--- src/rtl/cdc_request_arbiter.sv ---
// cdc_request_arbiter: round-robin arbiter sharing one synchronized receive path among
// NUM_REQ asynchronous 4-phase req/ack sources, delivering words on a valid/ready stream.
module cdc_request_arbiter #(
  parameter int NUM_REQ     = 4,
  parameter int WIDTH       = 8,
  parameter int SYNC_STAGES = 2
) (
  input  logic                       clk,
  input  logic                       rst,
  input  logic [NUM_REQ-1:0]         src_req,
  input  logic [NUM_REQ*WIDTH-1:0]   src_data,
  output logic [NUM_REQ-1:0]         src_ack,
  output logic                       out_valid,
  input  logic                       out_ready,
  output logic [WIDTH-1:0]           out_data,
  output logic [$clog2(NUM_REQ)-1:0] out_src,
  output logic                       busy
);
  localparam int IW = $clog2(NUM_REQ);
  typedef enum logic {IDLE, SEND} state_t;
  state_t state_q;
  logic [NUM_REQ-1:0] sync_q [SYNC_STAGES];
  logic [NUM_REQ-1:0] req_s, cand, ack_q, ack_d;
  logic [IW-1:0] ptr_q, src_q, g;
  logic [IW:0] idx;
  logic found, valid_q;
  logic [WIDTH-1:0] data_q;
  assign req_s = sync_q[SYNC_STAGES-1];
  assign cand = req_s & ~ack_q;
  // Search starts just after the last granted channel and wraps modulo NUM_REQ.
  always_comb begin
    found = 1'b0;
    g = ptr_q;
    idx = '0;
    for (int k = 1; k <= NUM_REQ; k++) begin
      idx = {1'b0, ptr_q} + (IW+1)'(k);
      idx = idx >= (IW+1)'(NUM_REQ) ? idx - (IW+1)'(NUM_REQ) : idx;
      if (!found && cand[IW'(idx)]) begin
        found = 1'b1;
        g = IW'(idx);
      end
    end
  end
  // Ack drops once the source's synchronized req is seen low; set on the output handshake.
  always_comb begin
    ack_d = ack_q & req_s;
    if (state_q == SEND && out_ready) ack_d[src_q] = 1'b1;
  end
  always_ff @(posedge clk) begin
    if (rst) begin
      for (int s = 0; s < SYNC_STAGES; s++) sync_q[s] <= '0;
      ack_q   <= '0;
      valid_q <= 1'b0;
      data_q  <= '0;
      src_q   <= '0;
      ptr_q   <= IW'(NUM_REQ - 1);
      state_q <= IDLE;
    end else begin
      sync_q[0] <= src_req;
      for (int s = 1; s < SYNC_STAGES; s++) sync_q[s] <= sync_q[s-1];
      ack_q <= ack_d;
      if (state_q == IDLE && found) begin
        data_q  <= src_data[int'(g)*WIDTH +: WIDTH];
        src_q   <= g;
        ptr_q   <= g;
        valid_q <= 1'b1;
        state_q <= SEND;
      end else if (state_q == SEND && out_ready) begin
        valid_q <= 1'b0;
        state_q <= IDLE;
      end
    end
  end
  assign src_ack   = ack_q;
  assign out_valid = valid_q;
  assign out_data  = data_q;
  assign out_src   = src_q;
  assign busy      = state_q == SEND || |ack_q;
endmodule
--- config.mk ---
export PLATFORM = sky130hd
export DESIGN_NAME = cdc_request_arbiter
export DESIGN_NICKNAME = d
export VERILOG_FILES = /design/src/rtl/cdc_request_arbiter.sv
export SDC_FILE = /design/constraint.sdc
export NUM_CORES = 1
export LEC_CHECK = 0
export BUFFER_PORTS_ARGS = -buffer_cell sky130_fd_sc_hd__buf_2
export CORE_ASPECT_RATIO = 0.75
export CORE_MARGIN = 2
export CORE_UTILIZATION = 40
export CTS_BUF_LIST = sky130_fd_sc_hd__clkbuf_4 sky130_fd_sc_hd__clkbuf_8
export CTS_CLUSTER_DIAMETER = 30
export CTS_CLUSTER_SIZE = 25
export DETAILED_ROUTE_END_ITERATION = 7
export PLACE_DENSITY = 0.74
export SLEW_MARGIN = 30
export SYNTH_ARGS = -nofsm -noshare
export SYNTH_HDL_FRONTEND = slang
export SYNTH_SLANG_ARGS = --single-unit
--- constraint.sdc ---
create_clock -name clk -period 3 [get_ports clk]
set_clock_uncertainty 0.15 [all_clocks]
set_input_delay 0.15 -clock clk [delete_from_list [all_inputs] [get_ports clk]]
set_output_delay 0.15 -clock clk [all_outputs]
set_load 0.05 [all_outputs]
==> impl_results.md <==
- Post-route setup TNS: 0 ns
- Cell Pwr Density: 522 nW/um2
- Largest cells by area after synthesis: dfxtp_1 41%, mux2i_1 13%, o221ai_2 9.9%
- # clock sinks: 25
- Global-route wire length before repair: 4.27 mm
- Post-CTS setup buffers: 0
- Detail Route Antenna Nets: 0
- Clock transition at the registers of the reported paths: 0.09 ns
- # diodes: 0
- 1st-iter DRT viols: 50
- Setup crit start kind: register
- Worst-path maximum fanout: 16
- GPL Wtd Cong: 0.806
- Gate power share: 0.288
- Final Hold Viols: 0
- Area growth, synth to finish: 31.2%
- CTS Buf Count: 3
- Die W: 67.4 um
- Clk Latency, worst-skew pair: 0.27 ns
- Synth top area share: 0.415
- CP Capture Type: register
- Cell internal pwr: 543 uW
- CTS tree: yes
- Leak Pwr: 0.000708 uW
- Worst path arrival time: 2.27 ns
- Nets: 217
- DRC viols: 0
- Total GRT Usage: 0.164
- Reg power frac: 0.460
- Initial antenna violation count: 0
- Cells after synthesis: 120
- Status: complete, no violations
- Fmax: 449 MHz
- Routed WL per cell: 12.4 um
- Period utilization: 0.742
- Max_slew headroom: 0.647
- Setup CP Type: reg2reg
- Pin count of the biggest net entering global routing: 28
- Share of cells above drive strength 1: 0.390
- Distinct cell type count after synthesis: 28
- # IOs: 55
- Post-Route WL: 2.67 mm
- Sw Ratio: 0.342
- Overflow after GRT: 0
- Mapped Area: 1210 um2
- Die H: 51.6 um
- Pre-antenna DRT Iters: 4
- Syn Nets: 159
- Sequential-to-total area share from yosys stat: 0.415
- Area after DPL: 1480 um2
- Yosys top cell by area: dfxtp_1
- Cell area after layout: 1580 um2
- Vias per inst: 4.93
- Die Area: 3480 um2
- Avg Synthesized Cell Area: 10.1 um2
- Final min period: 2.23 ns
- Clock power share: 0.251
- Buffers on Ports: 54
- Placeable Area: 2910 um2
- FF+latch count, synth: 25
- CP required: 3.04 ns
- H-tree depth: 1
- Total number of vias: 1060
- Row cnt: 17
- Maximum capacitance violations: 0
- Clk root buf: clkbuf_8
- RSZ-0062 raised after global routing: no
- Net Sw Power: 283 uW
- Slew Limit Fails: 0
- Worst hold path class: in2reg
- Synth warnings: 0
- CTS Buffer Depth: 2
- Initial Utilization: 0.414
- Vias in the first global route: 1005
- Max VDD drop: 291 uV
- Final setup viols: 0
- Worst Max-Slew Pin Slew: 0.529 ns
- Detailed placement HPWL: 2.04 mm
repair_timing:
action,in CTS,in global routing
gates resized for setup,0,0
endpoints found under the hold margin,5,0
hold buffers,5,0
worst paths after layout:
path / startpoint / endpoint / slack (ns) / cells after the start
setup / recovery: sync_q[0][4] / out_data[0] / 0.77 / 6
hold / removal: src_data[15] / out_data[7] / 0.02 / 3
setup reg to reg: sync_q[0][4] / out_data[0] / 0.77 / 6
hold reg to reg: sync_q[0][2] / sync_q[0][6] / 0.29 / 1
metrics by stage:
stage | hold slack, ns | setup WS [ns] | util | instances | total power [uW]
CTS | 0.0274 | 0.789 | 0.544 | 215 | 833
finish | 0.0210 | 0.774 | 0.544 | 215 | 826
global placement | 0.207 | 0.951 | 0.509 | 206 | 617
detailed placement | 0.213 | 0.824 | 0.509 | 206 | 622
global route | 0.0400 | 0.628 | 0.544 | 215 | 869
floorplan | 0.128 | 0.918 | - | 120 | 564
flip-flops by register name (all words and copies together), names as in the netlist:
| register | count |
|---|---|
| out_data | 8 |
| sync_q | 8 |
| src_ack | 4 |
| out_src | 2 |
| ptr_q | 2 |
| out_valid | 1 |
synth_stat cells:
master,number
dfxtp_1,25
a22oi_1,1
nor3b_1,1
nand2b_4,2
or3_1,1
or3b_1,1
nand3b_1,8
mux2i_1,16
inv_1,1
o221ai_2,8
o21ai_0,2
buf_4,2
o21bai_1,1
nor3_1,3
buf_6,2
o22ai_1,1
clkbuf_1,3
nor2b_1,12
nand3_1,1
nand4_1,1
and3_1,1
a221o_1,1
a21oi_1,5
nand2_1,9
o211ai_1,1
nor2_1,8
nand2b_1,2
and2_1,1
layout by cell type (no fill, tap or decap), drive strengths merged, types with 2 or more instances in the layout:
master / n
a21oi: 5
nand3b: 8
nor2b: 12
o221ai: 8
dfxtp: 25
nor2: 8
clkbuf: 3
inv: 2
nor3: 3
buf: 55
mux2i: 16
o21ai: 2
nand2: 9
nand2b: 4
dlygate4sd3: 5
cell type report:
| cell class | instances | area, um2 |
|---|---|---|
| clock buffers | 3 | 41.3 |
| clock inverters | 1 | 8.76 |
| fillers | 255 | 1330 |
| inverters | 1 | 3.75 |
| multi-input cells | 87 | 654 |
| flip-flops and latches | 25 | 500 |
| well taps | 38 | 47.5 |
| repair buffers | 60 | 328 |
power groups by stage:
stage / registers [uW] / clock network, uW / logic [uW]
finish: 380 / 207 / 238
global route: 383 / 229 / 257
CTS: 380 / 212 / 240
detailed placement: 388 / 0 / 235
global placement: 387 / 0 / 230
floorplan: 450 / 0 / 114
worst max-delay path: stages (launching register included):
cell	delay (ns)
dfxtp_1	0.34
nor2b_1	0.23
nor2_1	0.09
nand3_1	0.09
nand2b_1	0.30
or3_1	0.68
o221ai_2	0.27
cell families after synthesis:
kind of cell | after synthesis | share of synthesized area
simple gates | 51 | 0.249
mux | 16 | 0.133
flops | 25 | 0.415
buf+inv | 8 | 0.0435
compound gates | 20 | 0.161
layer usage:
| layer | share of wire | global-route usage |
|---|---|---|
| met1 | 0.43 | 0.194 |
| met2 | 0.52 | 0.281 |
| met3 | 0.028 | 0.0346 |
| met4 | 0.015 | 0.0850 |
| met5 | 0 | 0 |
(Power assumes the default switching activity.)
